`src/rtl/serial_frame_tx.sv`:
```
// serial_frame_tx: parallel-to-serial frame transmitter for the single-wire link.
// Frame: start(0), DATA_WIDTH data bits LSB first, optional even parity, stop(1).
// Each bit is held for CLKS_PER_BIT clocks; TX_OUT is registered and idles high.
// Optional feature macro: SERIAL_FRAME_TX_PARITY_EN inserts the parity bit.
module serial_frame_tx #(
  parameter int DATA_WIDTH   = 8,
  parameter int CLKS_PER_BIT = 4
) (
  input  logic                  CLK,
  input  logic                  RST,
  input  logic [DATA_WIDTH-1:0] DATA_IN,
  input  logic                  DATA_VALID,
  output logic                  READY,
  output logic                  TX_OUT,
  output logic                  BUSY,
  output logic                  DONE
);

  localparam int CW = $clog2(CLKS_PER_BIT) + 1;
  localparam int BW = $clog2(DATA_WIDTH + 1);

  typedef enum logic [2:0] {
    S_IDLE,
    S_START,
    S_DATA,
    S_PARITY,
    S_STOP
  } state_t;

  state_t                r_state;
  logic [CW-1:0]         r_cnt;
  logic [BW-1:0]         r_bit;
  logic [DATA_WIDTH-1:0] r_shift;
  logic                  r_tx;
  logic                  r_busy;
  logic                  r_done;
`ifdef SERIAL_FRAME_TX_PARITY_EN
  logic                  r_par;
`endif

  logic                  w_last_clk;
  logic                  w_last_bit;
  logic [DATA_WIDTH-1:0] w_shift_nxt;

  // End-of-bit-period and last-data-bit decodes, plus the next shift value
  assign w_last_clk  = (r_cnt == CW'(CLKS_PER_BIT - 1));
  assign w_last_bit  = (r_bit == BW'(DATA_WIDTH - 1));
  assign w_shift_nxt = r_shift >> 1;

  assign READY  = ~r_busy;
  assign TX_OUT = r_tx;
  assign BUSY   = r_busy;
  assign DONE   = r_done;

  // Frame sequencer: TX_OUT is loaded one edge ahead so the line changes
  // in the cycle right after each state transition.
  always_ff @(posedge CLK) begin
    if (RST) begin
      r_state <= S_IDLE;
      r_cnt   <= '0;
      r_bit   <= '0;
      r_shift <= '0;
      r_tx    <= 1'b1;
      r_busy  <= 1'b0;
      r_done  <= 1'b0;
`ifdef SERIAL_FRAME_TX_PARITY_EN
      r_par   <= 1'b0;
`endif
    end else begin
      r_done <= 1'b0;
      case (r_state)
        S_IDLE: begin
          r_tx <= 1'b1;
          if (DATA_VALID) begin
            r_shift <= DATA_IN;
`ifdef SERIAL_FRAME_TX_PARITY_EN
            r_par   <= ^DATA_IN;
`endif
            r_cnt   <= '0;
            r_bit   <= '0;
            r_tx    <= 1'b0;
            r_busy  <= 1'b1;
            r_state <= S_START;
          end
        end
        S_START: begin
          if (w_last_clk) begin
            r_cnt   <= '0;
            r_bit   <= '0;
            r_tx    <= r_shift[0];
            r_state <= S_DATA;
          end else begin
            r_cnt <= r_cnt + 1'b1;
          end
        end
        S_DATA: begin
          if (w_last_clk) begin
            r_cnt   <= '0;
            r_shift <= w_shift_nxt;
            if (w_last_bit) begin
`ifdef SERIAL_FRAME_TX_PARITY_EN
              r_tx    <= r_par;
              r_state <= S_PARITY;
`else
              r_tx    <= 1'b1;
              r_state <= S_STOP;
`endif
            end else begin
              r_bit <= r_bit + 1'b1;
              r_tx  <= w_shift_nxt[0];
            end
          end else begin
            r_cnt <= r_cnt + 1'b1;
          end
        end
`ifdef SERIAL_FRAME_TX_PARITY_EN
        S_PARITY: begin
          if (w_last_clk) begin
            r_cnt   <= '0;
            r_tx    <= 1'b1;
            r_state <= S_STOP;
          end else begin
            r_cnt <= r_cnt + 1'b1;
          end
        end
`endif
        S_STOP: begin
          if (w_last_clk) begin
            r_cnt   <= '0;
            r_bit   <= '0;
            r_tx    <= 1'b1;
            r_busy  <= 1'b0;
            r_done  <= 1'b1;
            r_state <= S_IDLE;
          end else begin
            r_cnt <= r_cnt + 1'b1;
          end
        end
        default: begin
          r_cnt   <= '0;
          r_tx    <= 1'b1;
          r_busy  <= 1'b0;
          r_state <= S_IDLE;
        end
      endcase
    end
  end

endmodule

```
`config.mk`:
```
export PLATFORM = sky130hd
export DESIGN_NAME = serial_frame_tx
export DESIGN_NICKNAME = d
export VERILOG_FILES = /design/src/rtl/serial_frame_tx.sv
export SDC_FILE = /design/constraint.sdc
export NUM_CORES = 1
export LEC_CHECK = 0
export CAP_MARGIN = 20
export CORE_UTILIZATION = 34
export CTS_BUF_LIST = sky130_fd_sc_hd__clkbuf_4 sky130_fd_sc_hd__clkbuf_8
export DETAILED_ROUTE_END_ITERATION = 10
export GPL_TIMING_DRIVEN = 0
export HOLD_SLACK_MARGIN = 0.02
export PLACE_DENSITY = 0.64
export SYNTH_ARGS = -nofsm -noshare
export SYNTH_HDL_FRONTEND = slang
export SYNTH_SLANG_ARGS = --single-unit
```
`constraint.sdc`:
```
create_clock -name CLK -period 2.8 [get_ports CLK]
set_clock_uncertainty 0.1 [all_clocks]
set_input_delay 0.28 -clock CLK [delete_from_list [all_inputs] [get_ports CLK]]
set_output_delay 0.28 -clock CLK [all_outputs]
set_load 0.01 [all_outputs]
```
-- Yosys cells after proc, flatten, opt, wreduce, memory -nomap -nowiden
Cells that the tools add are included.
- register bits: 21
- bits of input ports: 11
- output and inout bits: 4
- logic and storage cells: 63
- reduce and logical (&&, ||, !) cells: 12
- equality and inequality tests: 12
- add/subtract/negate cells: 2
- bitwise logic cells: 3
- muxes and demuxes: 27
- operator list (operator ; number):
    $mux 3 ; 7
    $mux 4 ; 4
    $mux 8 ; 2
    $pmux 8 s2 ; 1
    $ne 2x2->1 const B ; 6
    $pmux 3 s4 ; 1
    $pmux 4 s3 ; 1
    $reduce_and 5->1 ; 2
    $reduce_and 3->1 ; 3
    $mux 1 ; 8
    $eq 3x2->1 const B ; 2
    $pmux 3 s2 ; 1
    $reduce_or 2->1 ; 3
    $add 4x1->4 const B ; 1
    $eq 4x3->1 const B ; 1
    $pmux 1 s4 ; 1
    $add 3x1->3 const B ; 1
    $eq 3x1->1 const B ; 1
    $eq 3x3->1 const B ; 1
    $logic_not 3->1 ; 1
    $not 1->1 ; 3
    $pmux 1 s3 ; 1
    $reduce_bool 3->1 ; 1
    $reduce_or 3->1 ; 1
    2 further kinds ; 2

-- Logic depth before layout (Yosys ltp)
- word-level depth: 4
- depth in mapped cells: 6
- depth with buffers taken out: 5

-- Worst setup path after synthesis
OpenSTA, ideal clock, no wires.
- path type: register to register
- start point: reg r_cnt[0]
- end point: reg r_bit[3]
- path buffers: 1
- data arrival time: 1.709 ns
- setup slack: 0.907 ns
- required time: 2.616 ns
- clock period less this slack: 1.893 ns
- setup time: 0.084 ns
- stages on the path, launching flop included: 7
- path through: dfxtp_1 -> ha_1 -> nand2b_1 -> o211a_1 -> buf_2 -> or4_4 -> o31ai_2
- cells in the longest elaborated chain, start to end: 3
- elaborated cells on any way between the ends: 4
- those cells by class: 3 x eq/ne; 1 x reduce/logical
- RTL lines (element ; line ; text):
    start, declared ; 31 ; logic [CW-1:0] r_cnt;
    start signal, assigned ; 93 ; r_cnt <= r_cnt + 1'b1;
    start signal, assigned ; 113 ; r_cnt <= r_cnt + 1'b1;
    start signal, assigned ; 136 ; r_cnt <= r_cnt + 1'b1;
    $eq 3x2->1 (*) ; 46 ; assign w_last_clk = (r_cnt == CW'(CLKS_PER_BIT - 1));
    $ne 2x1->1 (no line) or $ne 2x2->1 (tied branches) ; n/a ;
    $reduce_and 5->1 (no line) (*) ; n/a ;
    end signal, assigned ; 109 ; r_bit <= r_bit + 1'b1;
    end, declared ; 32 ; logic [BW-1:0] r_bit;
Mark *: on every way between the ends. The rest lies on a longest branch, timed or not.
A chain may end at the register's enable or synchronous reset.

-- Worst setup path after layout
- start point: reg r_cnt[0]
- end point: reg r_shift[1]
- cells in the longest elaborated chain, start to end: 3
- RTL lines (element ; line ; text):
    $eq 3x2->1 ; 46 ;
    $ne 2x2->1 (no line) ; n/a ;
    $reduce_and 3->1 (no line) ; n/a ;
    end signal, assigned ; 99 ; r_shift <= w_shift_nxt;
    end, declared ; 33 ; logic [DATA_WIDTH-1:0] r_shift;
Every way passes these cells.

==> summary.md <==
| Metric | Value |
|---|---|
| Syn-to-layout area delta | 20.09% |
| IO Pins | 15 |
| Hold Fails Final Rpt | 0 |
| Top FF cell, synth | dfxtp_1 |
| DR vias/cell | 5.448 |
| Slew Viols, Final | 0 |
| Total Wirelength | 2.508 mm |
| NumNets Final | 164 |
| Synth Net Count | 145 |
| Hold Path Cell Cnt | 1 |
| Vias in the first global route | 891 |
| Post-synth top cells | dfxtp_1 (21), nor2_1 (13), nand2_1 (11), nand3_1 (11), a21oi_1 (9) |
| Crit Path Category | flop to flop |
| TritonCTS clock tree | built |
| Die height | 59.10 um |
| Pwr dens | 471.4 nW/um2 |
| CP max-delay cell | a2111oi_4 |
| Minimum clock period | 2.138 ns |
| Initial Utilization | 36.02% |
| Clock sink count | 21 |
| Total Negative Setup Slacks | 0 ns |
| TritonCTS Buffers | 3 |
| CP Capture Type | flop |
| Final Non-Filler Cells | 194 |
| Buf/Inv on CP | 1 |
| Placer Congestion | 0.7948 |
| Tot GR Track Use | 15.41% |
| Max Freq | 0.4676 GHz |
| Largest net degree at the start of global routing | 13 |
| Yosys cell types | 43 |
| FF-to-FF End | r_shift[1] |
| Yosys reg bits | 21 |
| Cell row count | 20 |
| Crit-path max FO | 10 |
| Worst VDD drop | 0.2033 mV |
| Global-route wire length before repair | 4.098 mm |
| Hold crit path type | flop to flop |
| Logic pwr share | 22.5% |
| Root Driver | clkbuf_4 |
| Setup repair bufs after CTS | 0 |
| Total gr overflow | 0 |
| Initial antenna violation count | 0 |
| Post-CTS Hold Fix Bufs | 0 |
| DRC Markers | 0 |
| Final setup viols | 0 |
| Drt pass-1 iters | 4 |
| Vias | 1057 |
| Synthesized instance count | 132 |
| Relative slew slack | 56.81% |
| R2r setup slk | 0.66 ns |
| Data arrival time of the worst path | 2.27 ns |
| Ys async rst share | 0% |
| H-tree lvl count | 1 |
| Worst r2r path cells | 6 |
| Switch Pwr | 0.1872 mW |
| Count leader, synth | dfxtp_1 |
| Internal | 0.4404 mW |
| Crit path required time | 2.93 ns |
| Sw Share | 29.82% |
| Post-DP HPWL | 1.802 mm |
| Clock Latency Late Sink | 0.31 ns |
| Share of post-route cells with drive strength above 1 | 10.67% |
| Resize count post-CTS | 0 |
| Synth area leaders | dfxtp_1 (38%), nand3_1 (5.0%), a311oi_1 (4.7%) |
| Hold path startpoint | r_bit[3] |
| Antenna fix cells | 0 |
| Crit-path leading delay family | compound AO/OA/AOI/OAI gates |
| Core area | 3078 um2 |
| Sequential cell area fraction in the yosys report | 37.92% |
| Syn. warnings | 0 |
| Clock power frac | 23.9% |
| Crit path largest cell delay | 0.59 ns |
| Post-route antenna net violation count | 0 |
| Die area | 3493 um2 |
| PortBufs | 14 |
| Unrepaired setup endpoints after global routing | no |
| Synth area leader | dfxtp_1 |
| Tcrit/Tclk final | 76.37% |
| Die width | 59.10 um |
| Status | finished, final reports clean |
| Sequential power share | 53.6% |
| Drt wl/cell | 12.93 um |
| Top-area cell type share of the netlist area | 37.92% |
| Reg-to-reg startpoint | r_cnt[0] |
| Clock-pin slew on the worst setup and hold paths | 0.13 ns |
| CTS Buffer Depth | 2 |
| Min-Delay Endpoint | r_bit[3] |
| Worst path cell trace | ha_1, nand2b_1, a2111oi_4, buf_2, nor2_1, a311oi_1 |
| Critical Path Start Type | flop |
| MaxCap Viol Count | 0 |
| Worst slew pin tran | 0.6419 ns |
| Placed Cells | 190 |
| Post-synth EDFFs | 0 |
| Initial drt markers | 61 |
| Synthesized area per cell | 8.398 um2 |
| Lkg Pwr | 0.5111 nW |
| Cell area after synthesis | 1109 um2 |
[cell usage in the layout, fill, tap and decap left out, types with 2 or more instances in the layout]
| master | instances |
|---|---|
| nor2_1 | 13 |
| nor3_1 | 4 |
| nand2b_1 | 4 |
| o22ai_1 | 3 |
| a31oi_1 | 2 |
| buf_2 | 5 |
| or4_1 | 2 |
| o21ai_1 | 2 |
| dfxtp_1 | 21 |
| ha_1 | 2 |
| clkdlybuf4s50_1 | 14 |
| inv_1 | 3 |
| nand2_1 | 11 |
| clkbuf_4 | 3 |
| nor2b_1 | 3 |
| o41ai_1 | 2 |
| a311oi_1 | 6 |
| nand3_1 | 11 |
| a21oi_1 | 9 |
| xor2_1 | 2 |
| clkbuf_1 | 3 |
[cells by family after synthesis]
kind of cell,after synthesis,share of synthesized area [%]
and+or+nand+nor,57,26.64
AOI/OAI and AO/OA,35,24.04
DFF,21,37.92
buffers and inverters,13,5.642
xor gates and xnor gates,2,1.580
muxes,2,1.919
adders and majority gates,2,2.257
[layer usage]
layer	GRT usage (%)	share of wire [%]	up-vias
li1	-	-	526
met4	5.102	1.2	0
met1	21.94	49	501
met3	2.620	3.7	5
met5	0	0	-
met2	23.54	46	25
[flip-flops by register name (all words and copies together), names as in the netlist]
register and flops:
r_shift 8, r_bit 4, r_cnt 3, r_state 3, BUSY 1, DONE 1
TX_OUT 1
[worst register-to-register path, cell delays in order (launching register included)]
cell,delay [ns]
dfxtp_1,0.37
ha_1,0.22
nand2b_1,0.21
a2111oi_4,0.59
buf_2,0.31
nor2_1,0.06
a311oi_1,0.22
[cell type report]
| type | instances | area (um2) |
|---|---|---|
| fillers | 310 | 1747 |
| multi-input cells | 98 | 625.6 |
| well taps | 44 | 55.05 |
| flip-flops and latches | 21 | 420.4 |
| clock inverters | 1 | 5.005 |
| clock buffers | 3 | 22.52 |
| plain buffers | 10 | 51.30 |
| repair buffers | 14 | 140.1 |
| inverters | 3 | 11.26 |
[per-stage QoR]
step | util [%] | hold WS, ns | instance area, um2 | setup slack [ns] | power [mW]
6_report | 43.25 | 0.3738 | 1331 | 0.6616 | 0.6276
3_3_place_gp | 42.36 | 0.3566 | 1304 | 0.5994 | 0.4803
5_1_grt | 43.25 | 0.4021 | 1331 | 0.4806 | 0.6646
4_1_cts | 43.25 | 0.3807 | 1331 | 0.6853 | 0.6354
3_5_place_dp | 42.36 | 0.3581 | 1304 | 0.6078 | 0.4830
2_1_floorplan | - | 0.3319 | 1109 | 0.9071 | 0.4358
[worst max path at each step]
stage | depth (start not counted) | slack [ns] | to | start
detailed placement | 6 | 0.61 | r_shift[1] | DATA_VALID
floorplan | 6 | 0.91 | r_bit[3] | r_cnt[0]
global placement | 6 | 0.60 | r_shift[1] | DATA_VALID
CTS | 6 | 0.69 | r_shift[1] | r_cnt[0]
global route | 6 | 0.48 | r_shift[1] | r_cnt[0]
finish | 6 | 0.66 | r_shift[1] | r_cnt[0]
[power groups by stage]
| stage | logic, mW | registers, mW | clock network [mW] |
|---|---|---|---|
| floorplan | 0.0941 | 0.342 | 0 |
| global placement | 0.139 | 0.342 | 0 |
| detailed placement | 0.140 | 0.343 | 0 |
| CTS | 0.141 | 0.336 | 0.158 |
| global route | 0.156 | 0.340 | 0.168 |
| finish | 0.141 | 0.337 | 0.150 |
No activity file was read; power rests on OpenSTA's default activity.
